<file path="src/rtl/ring_pkg.sv">
// Shared ring-buffer definitions: drain FSM states, pointer advance, default ring bounds.
package ring_pkg;

    localparam logic [31:0] ADR_LL_DEF       = 32'h0000_0300;
    localparam logic [31:0] ADR_UL_DEF       = 32'h0000_1FFC;
    localparam int unsigned CLKS_PER_BIT_DEF = 104;

    typedef enum logic [2:0] {
        IDLE   = 3'd0,
        FETCH  = 3'd1,
        START  = 3'd2,
        DATA   = 3'd3,
        PARITY = 3'd4,
        STOP   = 3'd5
    } state_t;

    // Word-pointer advance shared by the writer and the drain so both wrap identically.
    function automatic logic [31:0] ring_next(input logic [31:0] ptr,
                                              input logic [31:0] ll,
                                              input logic [31:0] ul);
        return (ptr >= ul) ? ll : ptr + 32'd4;
    endfunction

endpackage

</file>
<file path="src/rtl/ring_drain_baud.sv">
// Bit-period timer: reloads to CLKS_PER_BIT-1 on load or on expiry; tick_c marks the last cycle of a bit.
module ring_drain_baud #(
    parameter int unsigned CLKS_PER_BIT = 104
) (
    input  logic clk,
    input  logic rst_n,
    input  logic load,
    output logic tick_c
);

    localparam int unsigned CW = (CLKS_PER_BIT > 2) ? $clog2(CLKS_PER_BIT) : 1;

    logic [CW-1:0] cnt_q;

    always_ff @(posedge clk or negedge rst_n) begin
        if (!rst_n) begin
            cnt_q <= '0;
        end else if (load || (cnt_q == '0)) begin
            cnt_q <= CW'(CLKS_PER_BIT - 1);
        end else begin
            cnt_q <= cnt_q - CW'(1);
        end
    end

    assign tick_c = (cnt_q == '0);

endmodule

</file>
<file path="src/rtl/ring_drain_tx.sv">
// Ring-buffer drain: reads one byte per word over Wishbone and sends it as a UART frame.
// Build option RING_DRAIN_PARITY_EN adds an even-parity bit between data and stop.
module ring_drain_tx
    import ring_pkg::*;
#(
    parameter logic [31:0] ADR_LL       = ADR_LL_DEF,
    parameter logic [31:0] ADR_UL       = ADR_UL_DEF,
    parameter int unsigned CLKS_PER_BIT = CLKS_PER_BIT_DEF
) (
    input  logic        i_wb_clk,
    input  logic        i_wb_rst_n,
    input  logic        i_en,
    input  logic [31:0] i_wr_ptr,
    output logic [31:0] o_rd_ptr,
    output logic [31:0] o_wb_adr,
    output logic        o_wb_cyc,
    output logic        o_wb_we,
    output logic [3:0]  o_wb_sel,
    input  logic [31:0] i_wb_rdt,
    input  logic        i_wb_ack,
    output logic        o_tx,
    output logic        o_busy
);

    state_t      state_q, state_nx;
    logic [31:0] rd_ptr_nx, adr_nx;
    logic        cyc_nx, tx_nx, busy_nx;
    logic [2:0]  bit_cnt_q, bit_cnt_nx;
    logic [7:0]  shift_q, shift_nx;
    logic        load_c, tick_c;
`ifdef RING_DRAIN_PARITY_EN
    logic        par_q, par_nx;
`endif
    logic        rdt_unused;

    assign o_wb_we    = 1'b0;
    assign o_wb_sel   = 4'b1111;
    assign rdt_unused = ^i_wb_rdt[31:8];

    ring_drain_baud #(
        .CLKS_PER_BIT(CLKS_PER_BIT)
    ) u_baud (
        .clk    (i_wb_clk),
        .rst_n  (i_wb_rst_n),
        .load   (load_c),
        .tick_c (tick_c)
    );

    // State register and all registered outputs.
    always_ff @(posedge i_wb_clk or negedge i_wb_rst_n) begin
        if (!i_wb_rst_n) begin
            state_q   <= IDLE;
            o_rd_ptr  <= ADR_LL;
            o_wb_adr  <= ADR_LL;
            o_wb_cyc  <= 1'b0;
            o_tx      <= 1'b1;
            o_busy    <= 1'b0;
            bit_cnt_q <= '0;
            shift_q   <= '0;
`ifdef RING_DRAIN_PARITY_EN
            par_q     <= 1'b0;
`endif
        end else begin
            state_q   <= state_nx;
            o_rd_ptr  <= rd_ptr_nx;
            o_wb_adr  <= adr_nx;
            o_wb_cyc  <= cyc_nx;
            o_tx      <= tx_nx;
            o_busy    <= busy_nx;
            bit_cnt_q <= bit_cnt_nx;
            shift_q   <= shift_nx;
`ifdef RING_DRAIN_PARITY_EN
            par_q     <= par_nx;
`endif
        end
    end

    // Next-state and next-output logic; the line level is set one edge ahead of each state.
    always_comb begin
        state_nx   = state_q;
        rd_ptr_nx  = o_rd_ptr;
        adr_nx     = o_wb_adr;
        cyc_nx     = o_wb_cyc;
        tx_nx      = o_tx;
        bit_cnt_nx = bit_cnt_q;
        shift_nx   = shift_q;
        load_c     = 1'b0;
`ifdef RING_DRAIN_PARITY_EN
        par_nx     = par_q;
`endif

        case (state_q)
            IDLE: begin
                if (i_en && (o_rd_ptr != i_wr_ptr)) begin
                    state_nx = FETCH;
                    cyc_nx   = 1'b1;
                    adr_nx   = o_rd_ptr;
                end
            end
            FETCH: begin
                if (i_wb_ack) begin
                    shift_nx   = i_wb_rdt[7:0];
`ifdef RING_DRAIN_PARITY_EN
                    par_nx     = ^i_wb_rdt[7:0];
`endif
                    cyc_nx     = 1'b0;
                    rd_ptr_nx  = ring_next(o_rd_ptr, ADR_LL, ADR_UL);
                    bit_cnt_nx = '0;
                    tx_nx      = 1'b0;
                    load_c     = 1'b1;
                    state_nx   = START;
                end
            end
            START: begin
                if (tick_c) begin
                    tx_nx    = shift_q[0];
                    shift_nx = shift_q >> 1;
                    state_nx = DATA;
                end
            end
            DATA: begin
                if (tick_c) begin
                    if (bit_cnt_q == 3'd7) begin
`ifdef RING_DRAIN_PARITY_EN
                        tx_nx    = par_q;
                        state_nx = PARITY;
`else
                        tx_nx    = 1'b1;
                        state_nx = STOP;
`endif
                    end else begin
                        bit_cnt_nx = bit_cnt_q + 3'd1;
                        tx_nx      = shift_q[0];
                        shift_nx   = shift_q >> 1;
                    end
                end
            end
`ifdef RING_DRAIN_PARITY_EN
            PARITY: begin
                if (tick_c) begin
                    tx_nx    = 1'b1;
                    state_nx = STOP;
                end
            end
`endif
            STOP: begin
                if (tick_c) begin
                    state_nx = IDLE;
                end
            end
            default: begin
                state_nx = IDLE;
                cyc_nx   = 1'b0;
                tx_nx    = 1'b1;
            end
        endcase

        busy_nx = (state_nx != IDLE);
    end

endmodule

</file>
<file path="config.mk">
export PLATFORM = sky130hd
export DESIGN_NAME = ring_drain_tx
export DESIGN_NICKNAME = d
export VERILOG_FILES = /design/src/rtl/ring_pkg.sv /design/src/rtl/ring_drain_baud.sv /design/src/rtl/ring_drain_tx.sv
export SDC_FILE = /design/constraint.sdc
export NUM_CORES = 1
export LEC_CHECK = 0
export ABC_AREA = 1
export BUFFER_PORTS_ARGS = -buffer_cell sky130_fd_sc_hd__buf_4
export CAP_MARGIN = 30
export CELL_PAD_IN_SITES_DETAIL_PLACEMENT = 1
export CELL_PAD_IN_SITES_GLOBAL_PLACEMENT = 1
export CORE_MARGIN = 10
export CORE_UTILIZATION = 37
export CTS_CLUSTER_SIZE = 20
export DETAILED_ROUTE_END_ITERATION = 12
export GPL_ROUTABILITY_DRIVEN = 0
export PLACE_DENSITY_LB_ADDON = 0.1
export SKIP_LAST_GASP = 1
export SLEW_MARGIN = 30
export SYNTH_ARGS = -nofsm -noshare
export SYNTH_HDL_FRONTEND = slang
export SYNTH_HIERARCHICAL = 1
export SYNTH_SLANG_ARGS = --single-unit
</file>
<file path="constraint.sdc">
create_clock -name i_wb_clk -period 2.2 [get_ports i_wb_clk]
set_input_delay 0.44 -clock i_wb_clk [delete_from_list [all_inputs] [get_ports i_wb_clk]]
set_output_delay 0.44 -clock i_wb_clk [all_outputs]
set_load 0.01 [all_outputs]
</file>
# ---- Word-level counts from Yosys, hierarchy flattened
# Cells that the tools add are included.
dict set report classes {
  mux 27
  eq_ne 11
  n_reduce_logical 15
  magnitude_cmp 1
  n_bitwise 2
  div 0
  addsub 3
  shift 0
  mul 0
}
# op count
set op_table {}
lappend op_table {{$add A32 B3 Y32 const B} 1}
lappend op_table {{$ge A32 B13 Y1 const B} 1}
lappend op_table {{$mux W32} 1}
lappend op_table {{$mux W8} 4}
lappend op_table {{$ne A32 B32 Y1} 1}
lappend op_table {{$mux W3} 9}
lappend op_table {{$pmux W8 S3} 1}
lappend op_table {{$pmux W3 S5} 1}
lappend op_table {{$ne A2 B2 Y1 const B} 5}
lappend op_table {{$reduce_and A4 Y1} 2}
lappend op_table {{$logic_not A7 Y1} 1}
lappend op_table {{$mux W1} 7}
lappend op_table {{$mux W7} 1}
lappend op_table {{$sub A7 B1 Y7 const B} 1}
lappend op_table {{$eq A3 B2 Y1 const B} 2}
lappend op_table {{$eq A3 B3 Y1 const B} 2}
lappend op_table {{$pmux W3 S2} 1}
lappend op_table {{$reduce_bool A3 Y1} 2}
lappend op_table {{$reduce_and A5 Y1} 1}
lappend op_table {{$pmux W1 S4} 1}
lappend op_table {{$reduce_and A2 Y1} 2}
lappend op_table {{$add A3 B1 Y3 const B} 1}
lappend op_table {{$eq A3 B1 Y1 const B} 1}
lappend op_table {{$logic_not A3 Y1} 1}
lappend op_table {{8 further kinds} 9}
dict set report totals {
  n_memories 0
  output_inout_bits 72
  regBits 88
  in_bits 68
  word_cells 68
  latchBits 0
  mem_bits_rw 0
  rom_bits 0
}

# ---- Depth between registers and ports, before layout
dict set report logic_depth {
  word_depth 5
  mapped_depth 13
}

# ---- Modules after synthesis
# The synthesis kept the hierarchy.
# module seq_area_each_um2 cells_each area_each_um2 instances
set by_module_without_submodules {}
lappend by_module_without_submodules {ring_drain_tx 1933.1 542 4088.9 1}
lappend by_module_without_submodules {ring_drain_baud 175.2 48 399.1 1}

# ---- Worst setup path before layout
# No wires, ideal clock.
dict set report synth_path {
  path_type {flip-flop to flip-flop}
  start {register u_baud.cnt_q[0]}
  end {register shift_q[5]}
  path_slack_ps 378
  arrival_ps 1748
  path_buffers 1
  period_less_slack_ps 1822
  stages_incl_launch_ff 12
  t_required_ps 2126
  cell_sequence {dfrtp_1 -> inv_1 -> ha_1 -> nand2_1 -> nor2_4 -> nor2_2 -> nor3_4 -> nand3_2 -> o21ai_4 -> buf_6 -> nand2_2 -> o21ai_2}
}
dict set report synth_between {
  elab_chain_len 3
  elab_cells_between_ends 4
}
# element line
set synth_lines {}
lappend synth_lines {{start, declared} ring_drain_baud.sv:13} ;# logic [CW-1:0] cnt_q;
lappend synth_lines {{start signal, assigned} ring_drain_baud.sv:19} ;# cnt_q <= CW'(CLKS_PER_BIT - 1);
lappend synth_lines {{start signal, assigned} ring_drain_baud.sv:21} ;# cnt_q <= cnt_q - CW'(1);
lappend synth_lines {{$logic_not A7 Y1 *} ring_drain_baud.sv:25} ;# assign tick_c = (cnt_q == '0);
lappend synth_lines {{net tick_c} ring_drain_tx.sv:30} ;# logic load_c, tick_c;
lappend synth_lines {{$ne A2 B2 Y1 (no line)} n/a}
lappend synth_lines {{$reduce_and A5 Y1 (no line) *} n/a}
lappend synth_lines {{end signal, assigned} ring_drain_tx.sv:71} ;# shift_q <= shift_nx;
lappend synth_lines {{end, declared} ring_drain_tx.sv:29} ;# logic [7:0] shift_q, shift_nx;
# The timed path passes the listed nets; every way through them passes the cells marked *.
# A chain may end at the register's enable or synchronous reset.

# ---- Final worst setup path
dict set report layout_path {
  start {register u_baud.cnt_q[0]}
  end {register shift_q[2]}
}
# Same word-level chain as after synthesis.

==> results.py <==
metrics = {
    "placement": {
        "hpwlAfterDp_um": 11200,
        "dp_cells": 837,
        "io_buffers": 106,
    },
    "global_route": {
        "grt_pass1_vias": 4497,
        "grt.total_usage_pct": 17.8,
        "grt_max_degree": 50,
        "antenna_found_initial": 0,
        "grt_overflow": 0,
        "grt_pass1_wl_um": 23500,
    },
    "critical_path": {
        "slowest_delay_ns": 0.38,
        "crit_type": "register to register",
        "critPathCaptureType": "register",
        "reg2reg_depth": 11,
        "ff2ff_setup_slack_ns": 0.22,
        "path_common_cell": "nand2_1",
        "crit_chain": "inv_1, ha_1, nand2_1, nor2_4, nor2_2, nor3_4, nand3_2, o21ai_4, buf_12, nand2_1, o21ai_2",
        "crit_path_max_fanout": 15,
        "setup.worst_path.start_class": "register",
        "critPathRequiredTime_ns": 2.47,
        "crit_arrival_ns": 2.25,
        "critical_path.slowest_cell": "dfrtp_1",
    },
    "power": {
        "vdd_drop_max_mv": 0.564,
        "p_leak_nw": 3.22,
        "power_mw": 7.57,
        "p_per_area_mw_per_mm2": 1290,
    },
    "layout": {
        "fill_cells": 1495,
        "layout_common_cells": "nand2_1 (190), buf_4 (117), inv_1 (96)",
        "layout-drive-gt1-share_pct": 24.6,
        "diodes": 0,
        "syn_to_final_growth_pct": 30.3,
        "stdcell_count": 855,
        "final_common_cell": "nand2_1",
        "nets": 776,
    },
    "synthesis": {
        "synthCells": 590,
        "ys.flop_type": "dfrtp_1",
        "ys_seq_area_share_pct": 47.0,
        "synthDistinctLibCells": 36,
        "syn-cell-area_mm2": 0.00449,
        "synth_edf_count": 0,
        "async_reset_ff_share_pct": 100,
        "synth.avg_cell_area_um2": 7.61,
        "ys_ff_latch": 84,
        "yosysWarningCount": 6,
    },
    "cts": {
        "cts-root-buf": "clkbuf_16",
        "cts_buffer_depth": 2,
        "htree_num_levels": 3,
        "tritoncts.num_buffers": 9,
        "clk_latency_ns": 0.34,
        "cts_tree": "yes",
        "cts_sinks": 84,
        "path_clk_slew_ns": 0.06,
    },
    "worst_hold_path": {
        "hp-class": "input pin to register",
        "whs_path_depth": 3,
    },
    "route": {
        "drtAntennaViolNets": 0,
        "wl_met2_um": 7190,
        "wl_per_cell_um": 17.3,
        "post-route-drc-count": 0,
        "top_layer": "met4",
        "drt-pass1-iter-count": 4,
        "met1_length_um": 6420,
        "drt_wl_total_um": 14800,
        "num_vias": 4216,
        "vias_per_cell": 4.93,
        "drt-initial-drc-count": 163,
        "dr_wl_met3_um": 839,
    },
    "floorplanning": {
        "die_area_mm2": 0.0169,
        "fp.coreArea_mm2": 0.0120,
        "floorplan.initialDensity_pct": 37.5,
        "die_w_um": 130,
        "die_h_um": 130,
        "rows": 40,
        "num_io_pins": 140,
    },
    "outcome": {
        "status": "completed",
    },
    "run": {
        "cap_violations": 0,
    },
    "timing": {
        "fin_crit_sh_pct": 89.9,
        "maxSlewViolCount": 0,
        "rsz0062_at_grt": "no",
        "fin_crit_ns": 1.98,
        "fin_worst_skew_ns": 0.00417,
        "setup_viol": 0,
        "hold_violations": 0,
        "fin_setup_tns_ns": 0,
        "fmax_ghz": 0.506,
    },
}
==> through the flow <==
step	utilization (%)	area, µm²	setup slack (ns)	hold slack (ns)
CTS	48.7	5820	0.0570	0.338
global route	48.9	5850	0.0207	0.348
floorplan	-	4510	0.378	0.144
detailed placement	45.8	5480	0.0860	0.267
finish	48.9	5850	0.222	0.351
global placement	45.8	5480	0.194	0.266
==> flip-flops by register name, summed over array words and instances, names as in the netlist <==
name          count
state_q           3
bit_cnt_q         3
o_rd_ptr         30
o_wb_cyc          1
o_tx              1
o_busy            1
shift_q           8
o_wb_adr         30
u_baud/cnt_q      7
==> worst paths after layout <==
kind	from	end
min in group asynchronous	i_wb_rst_n	o_rd_ptr[19]$_DFFE_PN0P_
max	u_baud/cnt_q[0]$_DFF_PN0_	shift_q[2]$_DFFE_PN0P_
min	i_wb_rdt[7]	shift_q[7]$_DFFE_PN0P_
max in group asynchronous	i_wb_rst_n	o_wb_adr[8]$_DFFE_PN1P_
min reg2reg	u_baud/cnt_q[0]$_DFF_PN0_	u_baud/cnt_q[0]$_DFF_PN0_
max reg2reg	u_baud/cnt_q[0]$_DFF_PN0_	shift_q[2]$_DFFE_PN0P_
==> cell usage after synthesis (5+ instances only) <==
library cell	count	share of area (%)
nand4_1	38	5.3
buf_4	9	1.5
inv_1	96	8.0
ha_1	5	1.4
dfrtp_1	79	44
nand3_1	24	2.7
o21ai_0	11	1.2
clkbuf_1	10	0.84
o21ai_2	8	1.6
nand2_1	190	16
nor2_2	5	0.70
dfstp_2	5	2.9
xnor2_1	6	1.2
xor2_1	8	1.6
nor3_1	7	0.78
nor2_1	52	4.3
==> power by group <==
group          internal (mW)  switching (mW)  leakage [nW]
Combinational           1.33            1.75          1.96
Clock                   1.08           0.629         0.169
Sequential              2.19           0.589          1.09
==> final cells by class <==
cell class                 instances  area [µm²]  area share (%)
sequential                        84        2110            36.0
multi-input combinational        386        1890            32.3
timing repair buffer             121         948            16.2
inverter                         101         384            6.57
clock buffer                      12         267            4.56
tap                              147         184            3.14
clock inverter                     4        70.1            1.20
==> logic make-up (layout without fill, tap and decap cells) <==
family	count (synthesis)	count (layout)	share of synthesized area [%]
adders and majority gates	5	5	1.39
DFF	84	84	47.0
and+or+nand+nor	331	331	32.8
other	2	9	0.167
AOI/OAI and AO/OA	27	27	4.21
xor gates and xnor gates	14	14	2.73
buffers and inverters	127	238	11.8
==> metal layers <==
metal  up-vias  GRT usage [%]
met2        88           29.2
met4         0           7.61
met3        23           4.50
li1       2028              -
met5         -              0
met1      2077           21.8
==> critical path: cells and delay by family (launching register included) <==
family | cells | cell delay, ns
AOI/OAI and AO/OA | 2 | 0.18
adders and majority gates | 1 | 0.14
buffers and inverters | 2 | 0.25
DFF | 1 | 0.38
and+or+nand+nor | 6 | 0.95
==> what timing repair did <==
action                                  CTS  global route
endpoints found under the setup margin    0            28
buffers inserted                          0             1
hold buffers                              1             0
gates resized for setup                   0             1
hold endpoints to repair                  5             0
(Power assumes the default switching activity.)
